<file path="src/rtl/regfile_pkg.sv">
`default_nettype none
// ============================================================================
//  Module      : regfile_pkg
//  Description : Shared constants, types and write-priority helper for the
//                two-write / two-read register file with busy scoreboard.
//  Revision    : 1.0 - initial release
// ============================================================================
package regfile_pkg;

    // Default geometry: 32 registers of 32 bits.
    localparam int DEFAULT_DW = 32;
    localparam int DEFAULT_AW = 5;

    // Architectural zero register: reads as 0, never busy, writes dropped.
    localparam int ZERO_REG = 0;

    // Which write port (if any) supplies the value for a given register.
    typedef enum logic [1:0] {
        WSEL_NONE = 2'd0,
        WSEL_P0   = 2'd1,
        WSEL_P1   = 2'd2
    } wsel_e;

    // Port 1 carries the younger result, so it wins when both ports hit.
    function automatic wsel_e wr_resolve(input logic hit_0, input logic hit_1);
        wsel_e sel;
        if (hit_1) begin
            sel = WSEL_P1;
        end else if (hit_0) begin
            sel = WSEL_P0;
        end else begin
            sel = WSEL_NONE;
        end
        return sel;
    endfunction

endpackage : regfile_pkg
`default_nettype wire

</file>
<file path="src/rtl/regfile_scoreboard.sv">
`default_nettype none
// ============================================================================
//  Module      : regfile_scoreboard
//  Description : Per-register busy bits. Issue marks a destination busy,
//                write-back clears it; a same-cycle set beats a clear.
//                Bit 0 (zero register) is never busy.
//  Revision    : 1.0 - initial release
// ============================================================================
module regfile_scoreboard
    import regfile_pkg::*;
#(
    parameter int AW = DEFAULT_AW
) (
    input  logic                  clk,
    input  logic                  rst,
    input  logic                  i_clr_we_0,
    input  logic [AW-1:0]         i_clr_addr_0,
    input  logic                  i_clr_we_1,
    input  logic [AW-1:0]         i_clr_addr_1,
    input  logic                  i_set_valid,
    input  logic [AW-1:0]         i_set_addr,
    output logic [(1<<AW)-1:0]    o_busy_vec
);

    localparam int c_DEPTH = 1 << AW;

    logic [c_DEPTH-1:0] r_busy;
    logic [c_DEPTH-1:0] w_set;
    logic [c_DEPTH-1:0] w_clr;
    logic [c_DEPTH-1:0] w_keep_mask;

    // One-hot decode of the set request and the two clear requests.
    always_comb begin
        w_set = '0;
        w_clr = '0;
        if (i_set_valid) begin
            w_set[i_set_addr] = 1'b1;
        end
        if (i_clr_we_0) begin
            w_clr[i_clr_addr_0] = 1'b1;
        end
        if (i_clr_we_1) begin
            w_clr[i_clr_addr_1] = 1'b1;
        end
    end

    // Everything except the zero register may hold a busy bit.
    always_comb begin
        w_keep_mask           = '1;
        w_keep_mask[ZERO_REG] = 1'b0;
    end

    // Clear first, then OR in the set so a new producer stays pending.
    always_ff @(posedge clk) begin
        if (rst) begin
            r_busy <= '0;
        end else begin
            r_busy <= ((r_busy & ~w_clr) | w_set) & w_keep_mask;
        end
    end

    assign o_busy_vec = r_busy;

endmodule : regfile_scoreboard
`default_nettype wire

</file>
<file path="src/rtl/regfile_2w2r_sb.sv">
`default_nettype none
// ============================================================================
//  Module      : regfile_2w2r_sb
//  Description : Register file with two combinational read ports, two
//                synchronous write ports, optional write-to-read bypass and
//                a busy scoreboard for RAW hazard detection.
//  Revision    : 1.0 - initial release
// ============================================================================
module regfile_2w2r_sb
    import regfile_pkg::*;
#(
    parameter int DW     = DEFAULT_DW,
    parameter int AW     = DEFAULT_AW,
    parameter bit BYPASS = 1'b1
) (
    input  logic                  clk,
    input  logic                  rst,
    input  logic [AW-1:0]         reg_R_addr_A,
    input  logic [AW-1:0]         reg_R_addr_B,
    output logic [DW-1:0]         rdata_A,
    output logic [DW-1:0]         rdata_B,
    output logic                  busy_A,
    output logic                  busy_B,
    input  logic [AW-1:0]         reg_W_addr_0,
    input  logic [DW-1:0]         wdata_0,
    input  logic                  reg_we_0,
    input  logic [AW-1:0]         reg_W_addr_1,
    input  logic [DW-1:0]         wdata_1,
    input  logic                  reg_we_1,
    input  logic [AW-1:0]         issue_addr,
    input  logic                  issue_valid,
    output logic [(1<<AW)-1:0]    busy_vec
);

    localparam int            c_DEPTH     = 1 << AW;
    localparam logic [AW-1:0] c_ZERO_ADDR = AW'(ZERO_REG);

    logic [DW-1:0]      r_mem [c_DEPTH];
    logic               w_wr_ok_0;
    logic               w_wr_ok_1;
    logic               w_issue_ok;
    logic [c_DEPTH-1:0] w_busy_vec;
    logic [AW-1:0]      w_raddr [2];
    logic [DW-1:0]      w_rdata [2];

    // Writes and issues aimed at the zero register are dropped up front.
    assign w_wr_ok_0  = reg_we_0    && (reg_W_addr_0 != c_ZERO_ADDR);
    assign w_wr_ok_1  = reg_we_1    && (reg_W_addr_1 != c_ZERO_ADDR);
    assign w_issue_ok = issue_valid && (issue_addr   != c_ZERO_ADDR);

    // Storage update: each register picks its source through the shared
    // priority helper so the array and the bypass agree on dual writes.
    always_ff @(posedge clk) begin
        if (rst) begin
            for (int i = 0; i < c_DEPTH; i++) begin
                r_mem[i] <= '0;
            end
        end else begin
            for (int i = 1; i < c_DEPTH; i++) begin
                case (wr_resolve(w_wr_ok_0 && (reg_W_addr_0 == AW'(i)),
                                 w_wr_ok_1 && (reg_W_addr_1 == AW'(i))))
                    WSEL_P1: r_mem[i] <= wdata_1;
                    WSEL_P0: r_mem[i] <= wdata_0;
                    default: ;
                endcase
            end
        end
    end

    assign w_raddr[0] = reg_R_addr_A;
    assign w_raddr[1] = reg_R_addr_B;

    // Identical read path for both ports: stored value, optionally
    // overridden by a same-cycle write to the same address.
    for (genvar p = 0; p < 2; p++) begin : g_read_port
        logic [DW-1:0] w_stored;
        wsel_e         w_sel;

        assign w_stored = (w_raddr[p] == c_ZERO_ADDR) ? '0 : r_mem[w_raddr[p]];

        if (BYPASS) begin : g_bypass
            // Write enables already exclude address 0, so no zero check here.
            assign w_sel = wr_resolve(w_wr_ok_0 && (reg_W_addr_0 == w_raddr[p]),
                                      w_wr_ok_1 && (reg_W_addr_1 == w_raddr[p]));
        end else begin : g_no_bypass
            assign w_sel = WSEL_NONE;
        end

        assign w_rdata[p] = (w_sel == WSEL_P1) ? wdata_1 :
                            (w_sel == WSEL_P0) ? wdata_0 :
                                                 w_stored;
    end

    assign rdata_A = w_rdata[0];
    assign rdata_B = w_rdata[1];

    regfile_scoreboard #(
        .AW (AW)
    ) u_scoreboard (
        .clk          (clk),
        .rst          (rst),
        .i_clr_we_0   (w_wr_ok_0),
        .i_clr_addr_0 (reg_W_addr_0),
        .i_clr_we_1   (w_wr_ok_1),
        .i_clr_addr_1 (reg_W_addr_1),
        .i_set_valid  (w_issue_ok),
        .i_set_addr   (issue_addr),
        .o_busy_vec   (w_busy_vec)
    );

    // Busy lookups use the registered vector only; bit 0 is always clear.
    assign busy_A   = w_busy_vec[reg_R_addr_A];
    assign busy_B   = w_busy_vec[reg_R_addr_B];
    assign busy_vec = w_busy_vec;

endmodule : regfile_2w2r_sb
`default_nettype wire

</file>
<file path="config.mk">
export PLATFORM = sky130hd
export DESIGN_NAME = regfile_2w2r_sb
export DESIGN_NICKNAME = d
export VERILOG_FILES = /design/src/rtl/regfile_pkg.sv /design/src/rtl/regfile_scoreboard.sv /design/src/rtl/regfile_2w2r_sb.sv
export SDC_FILE = /design/constraint.sdc
export NUM_CORES = 2
export LEC_CHECK = 0
export CAP_MARGIN = 20
export CORE_MARGIN = 2
export CORE_UTILIZATION = 30
export CTS_CLUSTER_DIAMETER = 30
export DETAILED_ROUTE_END_ITERATION = 10
export HOLD_SLACK_MARGIN = 0.12
export SLEW_MARGIN = 40
export SYNTH_ARGS = -nofsm -noshare
export SYNTH_HDL_FRONTEND = slang
export SYNTH_HIERARCHICAL = 1
export SYNTH_SLANG_ARGS = --single-unit
</file>
<file path="constraint.sdc">
create_clock -name clk -period 4.2 [get_ports clk]
set_input_delay 0.84 -clock clk [delete_from_list [all_inputs] [get_ports clk]]
set_output_delay 0.84 -clock clk [all_outputs]
set_load 0.005 [all_outputs]
</file>
# Word level (Yosys, flattened, before mapping)
# Memories as Yosys holds them, arrays and structs flattened.
# Index checks and enable logic that the tools add are counted.
# word_totals
latchBits	0
ff_bits	32
n_memories	1
ram_bits	1024
romBits	0
wordCells	652
# mem_list
name	depth	width	read_ports	rd_clocked_by_memory_dff	wr	line	source
r_mem	32	32	2	0	32	regfile_2w2r_sb.sv:38	logic [DW-1:0] r_mem [c_DEPTH];
# classes
n_mux	366
n_eq_ne	132
magnitude_cmp	8
add_sub_neg	0
bitwise_logic	66
n_reduce_logical	77
shift	0
mul	0
n_div	0
# op_table
op	count
$mux W32	71
$mux W1	226
$eq A5 B5 Y1 const B	32
$mux W2	64
$eq A5 B4 Y1 const B	16
$logic_and A1 B1 Y1	72
$eq A2 B1 Y1 const B	33
$eq A2 B2 Y1 const B	33
$or A32 B32 Y32	2
$or A1 B1 Y1	62
$eq A5 B3 Y1 const B	8
$and A32 B32 Y32	1
$not A32 Y32	1
$lt A5 B6 Y1 const B	5
$eq A5 B2 Y1 const B	4
$eq A5 B5 Y1	4
$demux W1 S5	3
$ge A5 B1 Y1 const B	3
$reduce_bool A5 Y1	3
$bmux W1 S5	2
$eq A5 B1 Y1 const B	2
$logic_not A5 Y1	2

# Depth between registers and ports, before layout
# logic_depth
ltp_word	12
depth_mapped	11
depth_no_buf	6

# Cells and area by module
# Netlist, hierarchy kept.
# by_module_without_submodules
module	instances	area_each_um2	cells_each
regfile_2w2r_sb	1	61119.9	5128
regfile_scoreboard	1	1546.5	179

# Least setup slack after synthesis
# OpenSTA, ideal clock, no wires.
# synth_timing
path_kind	input-to-reg
from	in reg_W_addr_0[4]
to	mem r_mem[8][0] in the netlist's numbering (enable)
stages	4
n_path_buf	2
required_time_ps	3730
slack_ps	-216
arrival_ps	3946
path_cell_list	buf_2 or3_1 clkbuf_1 o31ai_1
# synth_rtl
element	line	source
from (decl)	regfile_2w2r_sb.sv:24	input logic [AW-1:0] reg_W_addr_0,
to (decl)	regfile_2w2r_sb.sv:38	

# Final worst setup path
# layout_timing
from	in reg_W_addr_0[2]
to	out rdata_B[9]
# layout_between
elab_chain_cells	8
# layout_lines
element	line	source
$reduce_bool A5 Y1	regfile_2w2r_sb.sv:47	assign w_wr_ok_0 = reg_we_0 && (reg_W_addr_0 != c_ZERO_ADDR);
$logic_and A1 B1 Y1	regfile_2w2r_sb.sv:47	
$logic_and A1 B1 Y1 (*)	regfile_2w2r_sb.sv:83	assign w_sel = wr_resolve(w_wr_ok_0 && (reg_W_addr_0 == w_raddr[p]),
$mux W1 (*)	regfile_pkg.sv:29	end else if (hit_0) begin
$mux W2 (*)	regfile_pkg.sv:27	if (hit_1) begin
$eq A2 B1 Y1	regfile_2w2r_sb.sv:90	(w_sel == WSEL_P0) ? wdata_0 :
$mux W32	regfile_2w2r_sb.sv:90	
$mux W32 (*)	regfile_2w2r_sb.sv:89	assign w_rdata[p] = (w_sel == WSEL_P1) ? wdata_1 :
to (decl)	regfile_2w2r_sb.sv:21	output logic [DW-1:0] rdata_B,
# Mark *: on every way between the ends. The rest lies on a longest branch, timed or not.

==> run summary <==
FF-to-FF End - u_scoreboard/o_busy_vec[2]
Finish-stage setup viols - 15
Worst Setup Path Type - in2out
Routed WL - 290000 um
Min Tclk post-route - 4440 ps
Fin worst setup slack - -242 ps
Asr flop ratio synth - 0%
Seq/Total Area, Yosys - 48.5%
Ys Warns - 6
Final period utilization - 106%
RSZ-0062 raised after global routing - yes
Layout cells sized above 1 - 30.7%
Starting Density - 30.2%
Worst path depth - 10
Pre-antenna DRT Iters - 6
Max Fclk - 0.225 GHz
P per Cell Area - 430 mW/mm2
Synth Cell Area - 0.0627 mm2
Final Max Slew Viols - 0
Slowest-stage cell, CP - clkdlybuf4s50_1
Global route overflow - 0
Total clock buffers created by CTS - 196
Final Hold Viols - 0
Worst r2r src - u_scoreboard/o_busy_vec[2]
Crit path DAT - 3600 ps
CP Cell Sequence - clkdlybuf4s50_1 > buf_6 > or4_4 > a21oi_4 > or4_4 > buf_4 > o2111ai_1 > a32oi_1 > buf_4 > clkdlybuf4s50_1
Standard-cell rows - 167
Reg2reg path depth - 2
Total die area - 0.213 mm2
Area Overhead vs Synth - 25.4%
Synth area leader - edfxtp_1
Die Y - 461 um
Tot GR Track Use - 26.6%
Remaining antenna violation count after routing - 0
Worst path required time - 3360 ps
Largest net degree at the start of global routing - 175
Post-Layout Cell Count - 8513
Post-synth cell types - 61
Worst setup SP type - input port
Routed via count - 53811
Die span in x - 461 um
Hold Crit Class - in2reg
Hold-fix buffers, CTS - 0
Clock sink count - 1023
WP buf/inv - 5
Max-cap viol count - 0
Vias in the first global route - 53005
Critical Path End - rdata_B[9]
Skew final - 0 ps
Initial antenna violation count - 15
Count leader, synth - edfxtp_1
Syn Area/Cell - 11.8 um2
Slew Limit Headroom - 31.0%
Synth Register Bits - 1023
Delay-heaviest family, CP - buffers and inverters
Crit path max fanout - 2
Port Buffers - 190
Post-synth top cells - edfxtp_1 (992), nand2_1 (982), a22o_1 (524)
IO Pins - 192
CTS tree - done
Tightest Pin Transition - 1030 ps
First-pass GRT wire length - 403000 um
Final HPWL DP - 182000 um
Placed Cells - 8131
Core Util, Final - 37.9%
CORE AREA - 0.207 mm2
Static Leak - 27.5 nW
Worst-path clk slew - 50 ps
Synth top area cells - edfxtp_1 (48%), mux4_2 (16%), a22o_1 (7.3%), nand2_1 (5.9%), a21oi_1 (3.7%)
Post-DR wirelength/cell - 34.1 um
Final net count - 5647
GPL Wtd Cong - 0.948
CTS Buffer Depth - 3
Starting DRC count in detailed routing - 8458
H-tree depth - 4
Number of remaining DRC errors - 0
Worst Setup SP - reg_W_addr_0[2]
Clock Tree Root - clkbuf_16
VDD IR max - 0.450 mV
Synth Instances - 5307
Post-synth EDFFs - 992
CP Capture Type - primary output
Reg2reg setup slack - 3280 ps
Status - finished, violations left
Most used DFF post-synth - edfxtp_1
Vias per cell - 6.32
Clk_lat worst skew - 820 ps
Worst path max stage delay - 520 ps
Failing checks - setup timing
Syn nets - 5401
Share of Yosys cell area claimed by the top area cell type - 47.5%
==> power by group <==
group	internal, mW	switching (mW)	total (mW)
Sequential	12.0	0.392	12.4
Combinational	2.23	3.00	5.23
Clock	10.5	5.65	16.2
Total	24.8	9.04	33.8
==> layer usage <==
| metal | global-route usage [%] | part of all wire, % | vias up |
|---|---|---|---|
| met2 | 41.3 | 45 | 4529 |
| met4 | 21.1 | 9.1 | 14 |
| met1 | 30.8 | 33 | 26930 |
| met3 | 7.51 | 12 | 1137 |
| met5 | 0 | 0.030 | - |
| li1 | - | - | 21201 |
==> metrics by stage <==
step	hold slack [ps]	worst slack [ps]	cell area (um2)	TNS, ps	total power, mW
floorplan	489	80.2	62700	0	15.1
global placement	509	-635	71400	-17800	17.5
detailed placement	515	-678	71500	-18340	17.6
CTS	480	-185	78500	-1680	33.6
global route	524	-249	78600	-2990	34.4
finish	515	-242	78600	-1840	33.8
==> sequential cells by signal, indices dropped and copies added (netlist names) <==
signal and cells:
r_mem 992, u_scoreboard/o_busy_vec 31
==> cells in the final DEF, fill, tap and decap left out, types with 80 or more instances in the layout <==
cell	synthesis	routed
clkdlybuf4s50_1	0	124
o22ai_1	103	103
a21oi_1	461	460
a22o_1	524	524
a22oi_1	124	113
nand2_1	982	981
mux2_2	185	185
edfxtp_1	992	992
nor2_1	84	80
buf_12	0	117
mux4_2	458	458
clkbuf_16	0	201
buf_4	18	499
==> worst register-to-register path, stage by stage, from the launching register on <==
cell     delay (ps)
dfxtp_1         440
inv_1            70
o32ai_1         300
==> cells by family (layout without fill, tap and decap cells) <==
family | Yosys count | after routing | synth area share [%]
AOI/OAI and AO/OA | 1462 | 1462 | 16.5
xor gates and xnor gates | 19 | 19 | 0.266
buffers and inverters | 806 | 1219 | 5.19
DFF | 1023 | 1023 | 48.5
muxes | 719 | 719 | 21.0
other | 1 | 6 | 0.00598
and+or+nand+nor | 1277 | 1277 | 8.54
==> cell type report <==
cell class              count  area [um2]
diodes                      5        12.5
well taps                2788        3490
inverters                  35         131
fillers                 19606      129000
clock buffers             219        5100
multi-input cells        3478       29700
flip-flops and latches   1023       30400
repair buffers            819        8080
clock inverters           146        1640
==> repair_timing <==
item / in CTS / in global routing
gates resized for setup: 153 / 15
setup buffers: 6 / 6
gates cloned: 0 / 0
endpoints found under the setup margin: 64 / 24
pin swaps: 12 / 4
endpoints found under the hold margin: 0 / 0
==> how the worst min path moves through the flow <==
stage	from	to	slack [ps]	depth (start not counted)
after floorplan	u_scoreboard/o_busy_vec[10]	u_scoreboard/o_busy_vec[10]	490	2
after global placement	u_scoreboard/o_busy_vec[11]	u_scoreboard/o_busy_vec[11]	510	2
after detailed placement	u_scoreboard/o_busy_vec[11]	u_scoreboard/o_busy_vec[11]	520	2
after CTS	rst	r_mem[20][21]	480	2
after global routing	rst	r_mem[23][21]	520	2
final	rst	r_mem[20][21]	520	2
Power figures use the tool's default switching activity.
